[src/rtl/counter_monitor_if.sv]
// counter_monitor_if
//   Groups the observed counter bus, the compare value, the interrupt
//   handshake and the status outputs of counter_monitor.
//   master : drives EN, C, CMP, IRQ_ACK; observes the status outputs
//   slave  : the monitor; samples the inputs and drives the status outputs
//   EN        monitor enable
//   C         counter value being observed
//   CMP       compare value
//   IRQ_ACK   interrupt acknowledge (level)
//   MATCH     one-cycle pulse, C entered CMP
//   WRAP      one-cycle pulse, C went all-ones -> zero
//   WRAP_CNT  saturating count of wraps since last accepted ack
//   CAPT      C value captured on the match that fired IRQ
//   IRQ       sticky interrupt
//   OVR       sticky overrun (match lost while FIRED or HOLD)
interface counter_monitor_if #(
  parameter int unsigned WIDTH  = 8,
  parameter int unsigned WRAP_W = 4
);
  logic              EN;
  logic [WIDTH-1:0]  C;
  logic [WIDTH-1:0]  CMP;
  logic              IRQ_ACK;
  logic              MATCH;
  logic              WRAP;
  logic [WRAP_W-1:0] WRAP_CNT;
  logic [WIDTH-1:0]  CAPT;
  logic              IRQ;
  logic              OVR;

  modport master (
    output EN, C, CMP, IRQ_ACK,
    input  MATCH, WRAP, WRAP_CNT, CAPT, IRQ, OVR
  );

  modport slave (
    input  EN, C, CMP, IRQ_ACK,
    output MATCH, WRAP, WRAP_CNT, CAPT, IRQ, OVR
  );
endinterface

[src/rtl/counter_monitor.sv]
// counter_monitor
//   Downstream observer of a WIDTH-bit counter value. Detects entry of the
//   counter into a programmable compare value and FF->00 wrap-around,
//   captures the count on the match that raises the interrupt, and runs an
//   acknowledge / hold-off handshake (IDLE -> ARMED -> FIRED -> HOLD).
//   All outputs are registered: C sampled at edge k is reflected after edge k.
// Ports
//   CLK      clock, rising edge
//   RESET_N  asynchronous active-low reset
//   bus      counter_monitor_if.slave (EN, C, CMP, IRQ_ACK in;
//            MATCH, WRAP, WRAP_CNT, CAPT, IRQ, OVR out)
module counter_monitor #(
  parameter int unsigned WIDTH   = 8,
  parameter int unsigned WRAP_W  = 4,
  parameter int unsigned HOLDOFF = 2
) (
  input  logic             CLK,
  input  logic             RESET_N,
  counter_monitor_if.slave bus
);

  // Hold-off counter must hold HOLDOFF; keep at least one bit when HOLDOFF<2.
  localparam int unsigned     HC_W      = (HOLDOFF < 2) ? 1 : $clog2(HOLDOFF + 1);
  localparam logic [HC_W-1:0] HOLD_LOAD = HC_W'(HOLDOFF);
  localparam logic [HC_W-1:0] HOLD_LAST = HC_W'(1);
  localparam logic [WRAP_W-1:0] WRAP_MAX = '1;

  typedef enum logic [1:0] {
    IDLE  = 2'd0,
    ARMED = 2'd1,
    FIRED = 2'd2,
    HOLD  = 2'd3
  } state_e;

  state_e            state_q, state_d;
  logic [HC_W-1:0]   hold_cnt_q, hold_cnt_d;
  logic [WIDTH-1:0]  c_prev_q, c_prev_d;
  logic              prev_valid_q, prev_valid_d;
  logic              match_q, match_d;
  logic              wrap_q, wrap_d;
  logic [WRAP_W-1:0] wrap_cnt_q, wrap_cnt_d;
  logic [WIDTH-1:0]  capt_q, capt_d;
  logic              irq_q, irq_d;
  logic              ovr_q, ovr_d;

  logic entry;
  logic wrap_evt;
  logic ack_accept;

  // Event detection. Entry compares the previous sample against the current
  // CMP, so C sitting on CMP produces a single entry; with no valid previous
  // sample (first edge after reset) an equal C counts as an entry.
  always_comb begin
    entry      = (bus.C == bus.CMP) && (!prev_valid_q || (c_prev_q != bus.CMP));
    wrap_evt   = prev_valid_q && (c_prev_q == {WIDTH{1'b1}}) && (bus.C == '0);
    ack_accept = bus.EN && (state_q == FIRED) && bus.IRQ_ACK;
  end

  // State register
  always_ff @(posedge CLK or negedge RESET_N) begin
    if (!RESET_N) begin
      state_q    <= IDLE;
      hold_cnt_q <= '0;
    end else begin
      state_q    <= state_d;
      hold_cnt_q <= hold_cnt_d;
    end
  end

  // Next-state logic; EN low overrides every transition.
  always_comb begin
    state_d    = state_q;
    hold_cnt_d = hold_cnt_q;
    if (!bus.EN) begin
      state_d    = IDLE;
      hold_cnt_d = '0;
    end else begin
      case (state_q)
        IDLE:  state_d = ARMED;
        ARMED: if (entry) state_d = FIRED;
        FIRED: begin
          if (bus.IRQ_ACK) begin
            if (HOLDOFF == 0) begin
              state_d = ARMED;
            end else begin
              state_d    = HOLD;
              hold_cnt_d = HOLD_LOAD;
            end
          end
        end
        HOLD: begin
          hold_cnt_d = hold_cnt_q - 1'b1;
          if (hold_cnt_q <= HOLD_LAST) begin
            state_d    = ARMED;
            hold_cnt_d = '0;
          end
        end
        default: begin
          state_d    = IDLE;
          hold_cnt_d = '0;
        end
      endcase
    end
  end

  // Output / datapath logic
  always_comb begin
    c_prev_d     = bus.C;
    prev_valid_d = 1'b1;
    match_d      = bus.EN && entry;
    wrap_d       = bus.EN && wrap_evt;

    // Accepted ack clears the wrap count even if a wrap lands on the same edge.
    wrap_cnt_d = wrap_cnt_q;
    if (ack_accept) begin
      wrap_cnt_d = '0;
    end else if (wrap_d && (wrap_cnt_q != WRAP_MAX)) begin
      wrap_cnt_d = wrap_cnt_q + 1'b1;
    end

    capt_d = capt_q;
    if (bus.EN && (state_q == ARMED) && entry) begin
      capt_d = bus.C;
    end

    // A lost match sets OVR and takes priority over the ack clear.
    ovr_d = ovr_q;
    if (ack_accept) begin
      ovr_d = 1'b0;
    end
    if (match_d && ((state_q == FIRED) || (state_q == HOLD))) begin
      ovr_d = 1'b1;
    end

    irq_d = (state_d == FIRED);
  end

  always_ff @(posedge CLK or negedge RESET_N) begin
    if (!RESET_N) begin
      c_prev_q     <= '0;
      prev_valid_q <= 1'b0;
      match_q      <= 1'b0;
      wrap_q       <= 1'b0;
      wrap_cnt_q   <= '0;
      capt_q       <= '0;
      irq_q        <= 1'b0;
      ovr_q        <= 1'b0;
    end else begin
      c_prev_q     <= c_prev_d;
      prev_valid_q <= prev_valid_d;
      match_q      <= match_d;
      wrap_q       <= wrap_d;
      wrap_cnt_q   <= wrap_cnt_d;
      capt_q       <= capt_d;
      irq_q        <= irq_d;
      ovr_q        <= ovr_d;
    end
  end

  assign bus.MATCH    = match_q;
  assign bus.WRAP     = wrap_q;
  assign bus.WRAP_CNT = wrap_cnt_q;
  assign bus.CAPT     = capt_q;
  assign bus.IRQ      = irq_q;
  assign bus.OVR      = ovr_q;

endmodule

[src/flat_wrapper.sv]
// flat-port wrapper written by rule: the top's interface ports become plain ports
module counter_monitor_flat 
#(
  parameter int unsigned WIDTH   = 8,
  parameter int unsigned WRAP_W  = 4,
  parameter int unsigned HOLDOFF = 2
)
  (CLK, RESET_N, bus_EN, bus_C, bus_CMP, bus_IRQ_ACK, bus_MATCH, bus_WRAP, bus_WRAP_CNT, bus_CAPT, bus_IRQ, bus_OVR);
  counter_monitor_if #(.WIDTH(WIDTH), .WRAP_W(WRAP_W)) bus_i ();
  input  logic CLK;
  input  logic RESET_N;
  input wire logic [$bits(bus_i.EN)-1:0] bus_EN;
  input wire logic [$bits(bus_i.C)-1:0] bus_C;
  input wire logic [$bits(bus_i.CMP)-1:0] bus_CMP;
  input wire logic [$bits(bus_i.IRQ_ACK)-1:0] bus_IRQ_ACK;
  output wire logic [$bits(bus_i.MATCH)-1:0] bus_MATCH;
  output wire logic [$bits(bus_i.WRAP)-1:0] bus_WRAP;
  output wire logic [$bits(bus_i.WRAP_CNT)-1:0] bus_WRAP_CNT;
  output wire logic [$bits(bus_i.CAPT)-1:0] bus_CAPT;
  output wire logic [$bits(bus_i.IRQ)-1:0] bus_IRQ;
  output wire logic [$bits(bus_i.OVR)-1:0] bus_OVR;
  assign bus_i.EN = bus_EN;
  assign bus_i.C = bus_C;
  assign bus_i.CMP = bus_CMP;
  assign bus_i.IRQ_ACK = bus_IRQ_ACK;
  assign bus_MATCH = bus_i.MATCH;
  assign bus_WRAP = bus_i.WRAP;
  assign bus_WRAP_CNT = bus_i.WRAP_CNT;
  assign bus_CAPT = bus_i.CAPT;
  assign bus_IRQ = bus_i.IRQ;
  assign bus_OVR = bus_i.OVR;
  counter_monitor #(.WIDTH(WIDTH), .WRAP_W(WRAP_W), .HOLDOFF(HOLDOFF)) u_core (.CLK(CLK), .RESET_N(RESET_N), .bus(bus_i));
endmodule
[config.mk]
export PLATFORM = sky130hd
export DESIGN_NAME = counter_monitor_flat
export DESIGN_NICKNAME = d
export VERILOG_FILES = /design/src/rtl/counter_monitor_if.sv /design/src/rtl/counter_monitor.sv /design/src/flat_wrapper.sv
export SDC_FILE = /design/constraint.sdc
export NUM_CORES = 1
export LEC_CHECK = 0
export BUFFER_PORTS_ARGS = -buffer_cell sky130_fd_sc_hd__buf_2
export CAP_MARGIN = 40
export CORE_MARGIN = 3
export CORE_UTILIZATION = 50
export DETAILED_ROUTE_END_ITERATION = 7
export PLACE_DENSITY = 0.77
export SYNTH_ARGS = -nofsm -noshare
export SYNTH_HDL_FRONTEND = slang
export SYNTH_SLANG_ARGS = --single-unit
export TNS_END_PERCENT = 100
[constraint.sdc]
create_clock -name CLK -period 2.2 [get_ports CLK]
set_clock_uncertainty 0.1 [all_clocks]
set_input_delay 0.22 -clock CLK [delete_from_list [all_inputs] [get_ports CLK]]
set_output_delay 0.22 -clock CLK [all_outputs]
set_load 0.01 [all_outputs]
==> results of run 1 <==
[registers in the layout, indices dropped and copies added, names as in the netlist]
name	flops
u_core.bus.CAPT	8
u_core.bus.IRQ	1
u_core.bus.MATCH	1
u_core.bus.OVR	1
u_core.bus.WRAP	1
u_core.bus.WRAP_CNT	4
u_core.c_prev_q	8
u_core.hold_cnt_q	2
u_core.prev_valid_q	1
u_core.state_q	2
[final cells by class]
type,instances,area share
clock buffers,6,0.0252
clock inverters,2,0.00611
inverters,3,0.00688
multi-input cells,72,0.335
flip-flops and latches,29,0.443
well taps,28,0.0214
repair buffers,44,0.162
[power breakdown]
group          switching [W]  total, W  internal [W]
sequential         0.0000116  0.000561      0.000550
combinational      0.0000525  0.000106     0.0000537
clock               0.000176  0.000297      0.000121
[layer usage]
metal  vias up  part of all wire  global-route usage
met5         -                 0                   0
met4         0             0.023              0.0712
met3         8             0.065              0.0713
met2        30              0.51               0.307
met1       476              0.40               0.203
li1        470                 -                   -
[through the flow]
stage / cells / util / hold WS, ns / power [W] / setup WS, ns
finish: 184 / 0.706 / 0.103 / 0.000965 / 0.259
global route: 184 / 0.706 / 0.0878 / 0.00101 / 0.118
CTS: 184 / 0.706 / 0.0909 / 0.000975 / 0.241
floorplan: 104 / - / -0.176 / 0.000610 / 0.508
global placement: 167 / 0.645 / 0.170 / 0.000663 / 0.411
detailed placement: 167 / 0.645 / 0.173 / 0.000666 / 0.322
[kinds of logic after synthesis]
kind of cell,synth area share
other cells,0.00292
fa+ha+maj,0.00973
xor+xnor,0.123
mux,0.0778
buf+inv,0.00875
compound gates,0.0516
simple gates,0.162
flops,0.564
[what timing repair did]
item / CTS / global route
hold buffers: 9 / 0
hold endpoints to repair: 37 / 0
buffers inserted: 0 / 0
[layout by cell type (no fill, tap or decap), drive strengths merged, types with 2 or more instances in the layout]
cell | synthesis | layout
a21oi | 2 | 2
or3 | 2 | 2
dfrtp | 29 | 29
nor4 | 2 | 2
and2 | 2 | 2
inv | 3 | 3
o21ai | 5 | 5
dlygate4sd3 | 0 | 9
xnor2 | 9 | 9
and3 | 3 | 3
a21boi | 3 | 3
mux2 | 8 | 8
nand3 | 4 | 4
nand4 | 7 | 7
clkinv | 0 | 2
clkbuf | 0 | 6
nor2 | 7 | 7
xor2 | 9 | 9
buf | 0 | 35
[worst min-delay path by stage]
stage	start	to	slack, ns
final	bus_EN	u_core.hold_cnt_q[0]$_DFFE_PN0P_	0.10
after global routing	bus_EN	u_core.hold_cnt_q[1]$_DFFE_PN0P_	0.09
after CTS	bus_EN	u_core.state_q[1]$_DFF_PN0_	0.09
after detailed placement	RESET_N	u_core.bus.WRAP_CNT[0]$_DFFE_PN0P_	0.17
after global placement	RESET_N	u_core.bus.WRAP_CNT[3]$_DFFE_PN0P_	0.17
after floorplan	RESET_N	u_core.bus.CAPT[0]$_DFFE_PN0P_	-0.18
==> results.json, run 1 <==
{
  "status": "complete, no violations",
  "yosysSeqAreaShare": 0.564,
  "fmax_mhz": 515,
  "maxSlewHeadroom": 0.580,
  "leakagePower_nw": 0.828,
  "rr_endpoint": "u_core.bus.CAPT[3]$_DFFE_PN0P_",
  "final-max-slew-violation-count": 0,
  "antenna_found_initial": 0,
  "synth.most_common_cell": "dfrtp_1",
  "synth_top_cell_area_share": 0.564,
  "initial_core_util": 0.555,
  "vias_per_cell": 5.35,
  "cts_buffer_depth": 2,
  "setup.worst_path.start": "bus_C[5]",
  "insertion_delay_ns": 0.33,
  "synth.distinct_cells": 26,
  "ant_nets": 0,
  "hp-class": "in2reg",
  "drive_gt1_frac": 0.346,
  "cts_resized": 0,
  "crit_path_top_delay_cell": "dlygate4sd3_1",
  "setup-tns-final_ns": 0,
  "cp.depth": 7,
  "dr.first_iter.drc_count": 20,
  "row_count": 17,
  "yosys_warnings": 0,
  "drc_errors": 0,
  "vias": 984,
  "crit_family": "simple AND/OR/NAND/NOR gates",
  "netlist_area_mm2": 0.00129,
  "core_mm2": 0.00232,
  "clkSinkCount": 29,
  "crit_fanout": 4,
  "crit_chain": "dlygate4sd3_1 > buf_2 > nor4b_2 > and4b_2 > nand3_4 > or3_1 > a21oi_1",
  "gr-total-overflow": 0,
  "grt_pass1_wl_mm": 4.35,
  "synth_top_area_cell": "dfrtp_1",
  "final_area_mm2": 0.00164,
  "r2r_slack_ns": 0.31,
  "avgSynthCellArea_um2": 12.4,
  "finalNetCount": 176,
  "synth_seq_cells": 29,
  "die_x_um": 56.7,
  "grt_pass1_vias": 967,
  "wl_per_cell_um": 14.1,
  "synthTopCellsByArea": "dfrtp_1, mux2_2, xnor2_1",
  "slowest_delay_ns": 0.53,
  "worst-path-buf-inv": 2,
  "worstSetupEndpoint": "u_core.bus.WRAP_CNT[3]$_DFFE_PN0P_",
  "routed_wl_mm": 2.59,
  "cts_tree": "yes",
  "period_share": 0.882,
  "critical_path_class": "in2reg",
  "grt_max_degree": 30,
  "multi_input_area_um2": 549,
  "crit_required_ns": 2.35,
  "gp_routability_congestion": 0.739,
  "start_kind": "primary input",
  "worst_pin_slew_ns": 0.630,
  "hold_violations": 0,
  "setup_viol": 0,
  "irDropWorstVdd_mv": 0.559,
  "seqCellArea_um2": 726,
  "period_needed_ns": 1.94,
  "async_flop_share": 1.00,
  "cap_violations": 0,
  "reg2reg_depth": 5,
  "dieArea_mm2": 0.00322,
  "synth-main-ff-cell": "dfrtp_1",
  "grt.total_usage": 0.181,
  "min_path_cells": 2,
  "clk_pin_slew_ns": 0.09,
  "cp.arrival_ns": 2.09,
  "cts_buffers": 5,
  "setup.worst_path.end_class": "flip-flop",
  "antennaDiodeCount": 0,
  "place_area_mm2": 0.00150,
  "place_hpwl_mm": 1.85,
  "rsz0062_at_grt": "false",
  "htree_num_levels": 2,
  "cts_root_buf": "clkbuf_4",
  "ys_top_cells_by_count": "dfrtp_1, xnor2_1, xor2_1, mux2_2, nor2_1",
  "synth_fp_nets": 125,
  "synth_cells": 104,
  "firstDrtPassIters": 4,
  "fill_cells": 202,
  "pwr_density_cell_mw_per_mm2": 589,
  "r2r-start": "u_core.c_prev_q[4]$_DFF_PN0_",
  "synth_edf_count": 0,
  "io_pins": 36,
  "die_h_um": 56.7,
  "port_buffers": 35,
  "areaGrowthSynthToFinish_pct": 27.3
}
Power figures use the tool's default switching activity.
==> run 2: changes to the inputs <==
--- a/config.mk
+++ b/config.mk
@@ -5,12 +5,14 @@
 export SDC_FILE = /design/constraint.sdc
 export NUM_CORES = 1
 export LEC_CHECK = 0
+export ABC_AREA = 1
 export BUFFER_PORTS_ARGS = -buffer_cell sky130_fd_sc_hd__buf_2
 export CAP_MARGIN = 40
 export CORE_MARGIN = 3
 export CORE_UTILIZATION = 50
 export DETAILED_ROUTE_END_ITERATION = 7
-export PLACE_DENSITY = 0.77
+export PLACE_DENSITY = 0.75
+export SETUP_SLACK_MARGIN = 0.3
 export SYNTH_ARGS = -nofsm -noshare
 export SYNTH_HDL_FRONTEND = slang
 export SYNTH_SLANG_ARGS = --single-unit
==> run 2 against run 1 <==
Compared with the run above: synthesized area is 20% higher; first-iteration DRC count grew to 2.8 times the previous value; total power is 21% higher; count of clock-buffer cells in the layout is 1 higher; design area is 17% higher.
==> results.json, run 2 <==
{
  "status": "complete, no violations",
  "synth_top_cell_area_share": 0.472,
  "synth_edf_count": 0,
  "grt.total_usage": 0.202,
  "port_buffers": 35,
  "grt_max_degree": 30,
  "routed_wl_mm": 3.28,
  "gr-total-overflow": 0,
  "maxSlewHeadroom": 0.585,
  "setup.worst_path.end_class": "flip-flop",
  "io_pins": 36,
  "die_x_um": 61.5,
  "slowest_delay_ns": 0.53,
  "hold_violations": 0,
  "synth_seq_cells": 29,
  "row_count": 19,
  "fmax_mhz": 591,
  "ys_top_cells_by_count": "nand2_1, dfrtp_1, inv_1, nand3_1, nor2_1",
  "worst-path-buf-inv": 4,
  "rsz0062_at_grt": "false",
  "cts_tree": "yes",
  "antenna_found_initial": 0,
  "clkSinkCount": 29,
  "final_common_cell": "nand2_1",
  "netlist_area_mm2": 0.00154,
  "clk_pin_slew_ns": 0.09,
  "initial_core_util": 0.539,
  "dpl.cell_count": 270,
  "critPathMostFrequentCell": "nand2_1",
  "irDropWorstVdd_mv": 0.395,
  "start_kind": "primary input",
  "setup_ws_ns": 0.507,
  "final_cells": 287,
  "cts_resized": 0,
  "vias": 1418,
  "dr.first_iter.drc_count": 56,
  "critical_path_class": "in2reg",
  "synth.distinct_cells": 23,
  "gp_routability_congestion": 0.831,
  "timing.hold.ws_ns": 0.0998,
  "die_h_um": 61.5,
  "htree_num_levels": 2,
  "grt_pass1_vias": 1233,
  "worst_pin_slew_ns": 0.622,
  "setup_viol": 0,
  "areaGrowthSynthToFinish_pct": 25.1,
  "crit_fanout": 9,
  "synth-main-ff-cell": "dfrtp_1",
  "place_ws_ns": 0.684,
  "insertion_delay_ns": 0.33,
  "cts_buffer_depth": 2,
  "drive_gt1_frac": 0.215,
  "cp.arrival_ns": 1.82,
  "crit_required_ns": 2.33,
  "final-max-slew-violation-count": 0,
  "setup-tns-final_ns": 0,
  "core_mm2": 0.00285,
  "wl_per_cell_um": 11.4,
  "ant_nets": 0,
  "hp-class": "in2reg",
  "period_share": 0.770,
  "async_flop_share": 1.00,
  "grt_pass1_wl_mm": 5.46,
  "avgSynthCellArea_um2": 7.50,
  "synth_cells": 205,
  "cts_buffers": 5,
  "leakagePower_nw": 1.16,
  "yosysSeqAreaShare": 0.472,
  "crit_path_top_delay_cell": "dlygate4sd3_1",
  "finalNetCount": 276,
  "synth_fp_nets": 226,
  "fill_cells": 254,
  "synthTopCellsByArea": "dfrtp_1, nand2_1, inv_1",
  "crit_chain": "dlygate4sd3_1 > buf_2 > inv_1 > nand2_1 > nand2_1 > nor2_1 > nand2_1 > nor2_2 > nand2_1 > clkinv_2 > nand2_4 > nand2_1 > nand2_1",
  "synth.most_common_cell": "nand2_1",
  "place_hpwl_mm": 2.43,
  "synth_top_area_cell": "dfrtp_1",
  "firstDrtPassIters": 4,
  "cts_root_buf": "clkbuf_4",
  "antennaDiodeCount": 0,
  "cap_violations": 0,
  "pwr_density_cell_mw_per_mm2": 609,
  "vias_per_cell": 4.94,
  "most-common-layout-cells": "nand2_1, buf_2, dfrtp_1",
  "yosys_warnings": 0,
  "drc_errors": 0,
  "period_needed_ns": 1.69,
  "crit_family": "buffers and inverters",
  "dieArea_mm2": 0.00378
}
-- run 2: cell families after synthesis --
group / count (synthesis) / share of synthesized area
fa+ha+maj: 1 / 0.00814
flops: 29 / 0.472
simple gates: 127 / 0.372
other cells: 1 / 0.00244
xor+xnor: 7 / 0.0399
buf+inv: 33 / 0.0814
compound gates: 7 / 0.0244
-- run 2: where the power goes --
group | total (W) | internal [W] | switching (W) | leakage (nW)
clock | 0.000456 | 0.000271 | 0.000185 | 0.0455
sequential | 0.000569 | 0.000554 | 0.0000148 | 0.376
combinational | 0.000147 | 0.0000581 | 0.0000885 | 0.735
total | 0.00117 | 0.000883 | 0.000288 | 1.16
-- run 2: cell type report --
| type | instances | area [µm²] | area share |
|---|---|---|---|
| timing repair buffer | 44 | 265 | 0.138 |
| inverter | 32 | 121 | 0.0631 |
| clock inverter | 1 | 30.0 | 0.0156 |
| tap | 31 | 38.8 | 0.0202 |
| multi-input combinational | 143 | 687 | 0.357 |
| clock buffer | 7 | 55.1 | 0.0286 |
| sequential | 29 | 726 | 0.377 |
-- run 2: through the flow --
stage	total power (W)	instance area, µm²	util
floorplan	0.000646	1540	-
global placement	0.000713	1750	0.613
detailed placement	0.000714	1750	0.613
CTS	0.00118	1920	0.674
global route	0.00123	1920	0.674
finish	0.00117	1920	0.674
-- run 2: path summary, 6_finish.rpt --
kind                            slack, ns                            endpoint                             start  depth (start not counted)
worst min-delay path                  0.1         u_core.state_q[1]$_DFF_PN0_                            bus_EN                          3
worst max-delay path                 0.51      u_core.bus.CAPT[6]$_DFFE_PN0P_                          bus_C[5]                         13
max in group asynchronous            1.27  u_core.bus.WRAP_CNT[3]$_DFFE_PN0P_                           RESET_N                          2
min in group asynchronous            0.33           u_core.bus.WRAP$_DFF_PN0_                           RESET_N                          2
worst min register to register       0.38    u_core.hold_cnt_q[0]$_DFFE_PN0P_  u_core.hold_cnt_q[0]$_DFFE_PN0P_                          1
worst max register to register       0.68      u_core.bus.CAPT[6]$_DFFE_PN0P_      u_core.c_prev_q[1]$_DFF_PN0_                         11
-- run 2: per-layer routing --
layer	GRT usage	routed length [µm]
met5	0	0
met4	0.0727	51
met3	0.0692	232
met2	0.310	1470
met1	0.268	1530
-- run 2: timing repair --
action | CTS | global route
hold buffers | 9 | 0
hold endpoints to repair | 37 | 0
setup buffers | 0 | 0
-- run 2: tightest hold or removal path, delay by kind of cell --
family | cells | cell delay [ns]
buffers and inverters | 2 | 0.19
and+or+nand+nor | 1 | 0.10
